`config.mk`:
```
export PLATFORM = sky130hd
export DESIGN_NAME = minterm_enumerator
export DESIGN_NICKNAME = d
export VERILOG_FILES = /design/src/rtl/minterm_enumerator.sv
export SDC_FILE = /design/constraint.sdc
export NUM_CORES = 1
export LEC_CHECK = 0
export ABC_AREA = 1
export BUFFER_PORTS_ARGS = -buffer_cell sky130_fd_sc_hd__buf_2
export CAP_MARGIN = 10
export CORE_ASPECT_RATIO = 1.5
export CORE_MARGIN = 2
export CORE_UTILIZATION = 55
export CTS_BUF_LIST = sky130_fd_sc_hd__clkbuf_4 sky130_fd_sc_hd__clkbuf_8
export CTS_CLUSTER_SIZE = 24
export DETAILED_ROUTE_END_ITERATION = 6
export GPL_ROUTABILITY_DRIVEN = 1
export GPL_TIMING_DRIVEN = 0
export PLACE_DENSITY_LB_ADDON = 0.05
export SYNTH_ARGS = -nofsm -noshare
export SYNTH_HDL_FRONTEND = slang
export SYNTH_SLANG_ARGS = --single-unit
```
`constraint.sdc`:
```
create_clock -name clk -period 1.9 [get_ports clk]
set_input_delay 0.095 -clock clk [delete_from_list [all_inputs] [get_ports clk]]
set_output_delay 0.095 -clock clk [all_outputs]
set_load 0.05 [all_outputs]
```
`src/rtl/minterm_enumerator.sv`:
```
// Streams every index x of a captured truth table whose bit equals the requested polarity, in ascending order.
// Latency: start is sampled in cycle 0. One cycle per scanned index, plus one per emitted term, plus one DONE cycle.
// Backpressure: while x_ready is low, the current term is held in EMIT with x_out and x_last stable.
module minterm_enumerator #(
    parameter int N_IN = 4
) (
    input  logic                 clk,
    input  logic                 aresetn,
    input  logic                 start,
    input  logic [(1<<N_IN)-1:0] table_in,
    input  logic                 polarity,
    output logic                 busy,
    output logic                 x_valid,
    input  logic                 x_ready,
    output logic [N_IN-1:0]      x_out,
    output logic                 x_last,
    output logic                 done,
    output logic [N_IN:0]        count
);
    localparam int W = 1 << N_IN;

    typedef enum logic [1:0] {IDLE, SCAN, EMIT, DONE} state_t;

    state_t          state, state_nxt;
    logic [N_IN-1:0] idx, idx_nxt;
    logic [W-1:0]    tbl, tbl_nxt;
    logic            pol, pol_nxt;
    logic [N_IN:0]   cnt, cnt_nxt;
    logic [W-1:0]    m, rem, above;

    // rem drives early exit in SCAN; above drives x_last in EMIT.
    // Together they keep idx from ever stepping past the top index.
    assign m     = pol ? tbl : ~tbl;
    assign rem   = m & ({W{1'b1}} << idx);
    assign above = m & (({W{1'b1}} << idx) << 1);

    assign busy    = (state == SCAN) || (state == EMIT);
    assign x_valid = (state == EMIT);
    assign x_out   = idx;
    assign x_last  = (state == EMIT) && (above == '0);
    assign done    = (state == DONE);
    assign count   = cnt;

    always_comb begin
        state_nxt = state;
        idx_nxt   = idx;
        tbl_nxt   = tbl;
        pol_nxt   = pol;
        cnt_nxt   = cnt;
        case (state)
            IDLE: begin
                if (start) begin
                    tbl_nxt   = table_in;
                    pol_nxt   = polarity;
                    idx_nxt   = '0;
                    cnt_nxt   = '0;
                    state_nxt = SCAN;
                end
            end
            SCAN: begin
                if (rem == '0) begin
                    state_nxt = DONE;
                end else if (m[idx]) begin
                    state_nxt = EMIT;
                end else begin
                    idx_nxt = idx + 1'b1;
                end
            end
            EMIT: begin
                if (x_ready) begin
                    cnt_nxt = cnt + 1'b1;
                    if (x_last) begin
                        state_nxt = DONE;
                    end else begin
                        idx_nxt   = idx + 1'b1;
                        state_nxt = SCAN;
                    end
                end
            end
            DONE: begin
                state_nxt = IDLE;
            end
            default: begin
                state_nxt = IDLE;
            end
        endcase
    end

    always_ff @(posedge clk or negedge aresetn) begin
        if (!aresetn) begin
            state <= IDLE;
            idx   <= '0;
            tbl   <= '0;
            pol   <= 1'b0;
            cnt   <= '0;
        end else begin
            state <= state_nxt;
            idx   <= idx_nxt;
            tbl   <= tbl_nxt;
            pol   <= pol_nxt;
            cnt   <= cnt_nxt;
        end
    end

endmodule
```
# Word-level counts from Yosys, hierarchy flattened
# Cells that the tools add are included.
# classes
shift	1
n_lt_le_gt_ge	1
n_eq_ne	9
muxes	18
n_addsub	2
bitwise_logic	3
reduce_logical	11
# op_table
op	count
$and A16 B16 Y16	2
$logic_not A16 Y1	2
$mux W4	5
$mux W16	1
$not A16 Y16	1
$shl A16 B4 Y16 const A	1
$pmux W4 S3	1
$mux W2	5
$mux W5	2
$pmux W5 S2	1
$ne A2 B2 Y1 const B	4
$pmux W2 S4	1
$reduce_and A3 Y1	2
$reduce_and A6 Y1	1
$add A5 B1 Y5 const B	1
$lt A4 B5 Y1 const B	1
$add A4 B1 Y4 const B	1
$bmux W1 S4	1
$eq A2 B2 Y1 const B	2
$ne A3 B1 Y1 const B	1
$reduce_bool A3 Y1	1
$eq A2 B1 Y1 const B	1
$logic_not A2 Y1	1
$ne A2 B1 Y1 const B	1
other kinds (5)	5
# word_totals
out_inout_bits	13
ff_bits	28

# Longest topological paths before layout
# depth
ltp_word	8
ltp_mapped	15

# Worst setup path after synthesis
# OpenSTA, ideal clock, no wires.
# synth_path
path_type	register to register
start	register idx[1] (netlist: x_out[1])
end	register state[1]
t_arrival_ps	2355
stages_incl_launch_ff	15
setup_slack_ps	-520
cell_sequence	dfrtp_1 buf_4 inv_1 ha_1 nand2_1 nand2_1 nand2_1 nand2_1 nor2_1 nand2_1 nor2_2 nand2_1 o21ai_0 nand3_1 nand2_1
# synth_between
elab_chain_len	7
# synth_rtl
item	line	text
start, declared	25	logic [N_IN-1:0] idx, idx_nxt;
start signal, assigned	98	idx <= idx_nxt;
$shl A16 B4 Y16	35	assign above = m & (({W{1'b1}} << idx) << 1);
$and A16 B16 Y16	35	
$logic_not A16 Y1	40	assign x_last = (state == EMIT) && (above == '0);
$logic_and A1 B1 Y1	40	
via x_last	16	output logic x_last,
$mux W2	72	if (x_last) begin
$mux W2	70	if (x_ready) begin
$pmux W2 S4	50	case (state)
end signal, assigned	97	state <= state_nxt;
end, declared	24	state_t state, state_nxt;
# The timed path passes the listed nets, and every way through them passes these cells. The select of a mux whose other input is x is not followed.
# A chain may end at the register's enable or synchronous reset.

# Worst setup path after layout
# layout_path
start	register pol
end	output port x_last
# layout_between
elab_chain_len	4
# layout_rtl
item	line	text
start, declared	27	logic pol, pol_nxt;
start signal, assigned	100	pol <= pol_nxt;
$mux W16	33	assign m = pol ? tbl : ~tbl;
$and A16 B16 Y16	35	
$logic_not A16 Y1	40	
$logic_and A1 B1 Y1	40	
end, declared	16	
# Every way passes these cells.

==> results.yml <==
routing:
  drt-pass1-iter-count: 4
  drcViolationCount: 0
  avgRoutedWirePerCell_um: 13.0
  drt_iter0_markers: 88
  wl_mm: 5.59
  ant_nets: 0
  vias_per_cell: 5.16
  num_vias: 2224
place:
  gp_congestion: 0.925
  dp_slack_ps: -23.8
  hpwl_mm: 4.03
  io_buffers: 33
  postPlaceCellArea_sq_um: 2430
sta:
  fin_crit_sh: 0.981
  finalSetupViolations: 0
  rsz0062_at_grt: "yes"
  worst_pin_slew_ps: 677
  holdWs_ps: 50.6
  hold_viol_final: 0
  slew_headroom: 0.549
  fin_setup_tns_ps: 0
  fin_worst_skew_ps: 1.55
  setup_ws_ps: 37.0
  drv_slew: 0
  period_minus_slack_ps: 1860
  fmax_mhz: 537
setup_path:
  cp-endpoint: "x_last"
  path_class: "reg -> out"
  worst_setup_path_start_kind: "flip-flop"
  r2r-start: "x_out[1]"
  critPathCaptureType: "output port"
  r2r_slack_ps: 60
  crit_fanout: 10
  worstPathArrival_ps: 1770
  rr_worst_depth: 14
  reg2reg_to: "x_out[0]"
  crit_required_ps: 1800
  cp-startpoint: "pol"
synth:
  syn_area_sq_um: 2170
  synth_warnings: 0
  synth_cell_types: 28
  syn_avg_cell_area_sq_um: 6.40
  synth_seq_cells: 28
  synthCells: 339
  ys_async_sr_fraction: 1.00
  synth_ff_type: "dfrtp_1"
  synth_edf_count: 0
  ys_seq_area_frac: 0.323
  synth.net_count: 368
clocking:
  cts_tree: "built"
  clock_latency_ps: 280
  h-tree-depth: 1
  numCtsBuffers: 3
  clkTransAtPathRegs_ps: 100
  root_buffer: "clkbuf_8"
  cts_sinks: 28
  ctsLongestPathBuffers: 2
cells_and_area:
  num-nets-final: 416
  design_area_sq_um: 2660
  drive_gt1_frac: 0.280
  area_growth_pct: 22.7
  layout_commonest_cell: "nand2_1"
  diodes: 0
  mostFrequentLayoutCells: "128 x nand2_1, 33 x nor2_1, 33 x buf_2"
global_route:
  grt_use_total: 0.258
  antenna_found_initial: 0
  grt_max_degree: 29
  grt_pass1_wl_mm: 9.16
  grt-ovfl-total: 0
  grt_pass1_vias: 2071
worst_hold_path:
  worstHoldStart: "table_in[2]"
  hp-class: "in -> reg"
power_and_ir_drop:
  leakage_uw: 0.00152
  ir_drop_mv: 1.01
  power_density_nw_per_um2: 1750
floorplan:
  ioPinCount: 34
  dieArea_sq_um: 4470
  placementRows: 28
  core_sq_um: 3850
  start_util: 0.563
  chipHeight_um: 80.9
  die_w_um: 55.3
run:
  maxCapViolCount: 0
run_status:
  status: "complete, no violations"
-- repair_timing --
action,4_1_cts,5_1_grt
hold buffers,1,0
pin swaps,5,15
setup endpoints to repair,5,10
cloned,1,0
hold endpoints to repair,28,0
resized for setup,10,29
setup buffers,6,3
-- worst max-delay path: stages (launching register included) --
cell     delay (ps)
dfrtp_2         460
buf_6           150
buf_12          140
nand2_1          50
nand2_1          80
nand2_1          70
nand2_1          60
nor2_2           90
nand2_2          80
nor2_4          140
buf_8           150
-- registers in the layout, summed over array words and instances, names as in the netlist --
name and flops:
pol 1, tbl 16, count 5, x_out 4, state 2
-- stage by stage --
stage / utilization / total power, uW / cells
finish: 0.691 / 4670 / 431
global route: 0.691 / 5140 / 431
CTS: 0.664 / 4470 / 428
detailed placement: 0.631 / 3990 / 417
global placement: 0.631 / 3930 / 417
floorplan: - / 3380 / 339
-- report_power, final --
group	total, uW	switching [uW]	internal (uW)
registers	1050	203	845
clock network	392	206	186
logic	3230	2120	1110
total	4670	2530	2140
-- worst min-delay path by stage --
stage / cells after the start / slack (ps) / end
finish: 3 / 50 / tbl[2]
global route: 3 / 50 / tbl[9]
CTS: 3 / 50 / pol
detailed placement: 1 / 170 / x_out[0]
global placement: 1 / 160 / x_out[0]
floorplan: 0 / -200 / count[0]
-- cells by family after synthesis --
group | after synthesis | synth area share
and+or+nand+nor | 227 | 0.451
buffers and inverters | 45 | 0.0998
AOI/OAI and AO/OA | 28 | 0.0681
DFF | 28 | 0.323
adders and majority gates | 8 | 0.0461
xor gates and xnor gates | 3 | 0.0121
-- final cells by class --
cell class              count  area [sq um]
well taps                  45          56.3
clock buffers               4          55.1
multi-input cells         266          1350
fillers                   378          1190
plain buffers              10          88.8
repair buffers             44           262
inverters                  34           143
flip-flops and latches     28           707
-- cell usage after synthesis, types with 2 or more instances --
master      n  area (sq um)
nand2_1   140           526
nor2_1     38           143
inv_1      33           124
dfrtp_1    28           701
nand3_1    28           140
a21oi_1    21           105
ha_1        8           100
nand2_2     8          50.1
nor2_2      5          31.3
o21ai_0     5          25.0
buf_4       3          22.5
clkbuf_1    3          11.3
buf_6       2          22.5
nand2_4     2          22.5
xnor2_1     2          17.5
-- metal layers --
| metal | wire [um] | track usage | vias to the layer above |
|---|---|---|---|
| met4 | 238 | 0.132 | 0 |
| met2 | 2860 | 0.474 | 70 |
| met3 | 177 | 0.0207 | 19 |
| met5 | 0 | 0 | - |
| met1 | 2310 | 0.299 | 996 |
| li1 | - | - | 1139 |
Note: power is estimated with default switching activity, not from simulation.
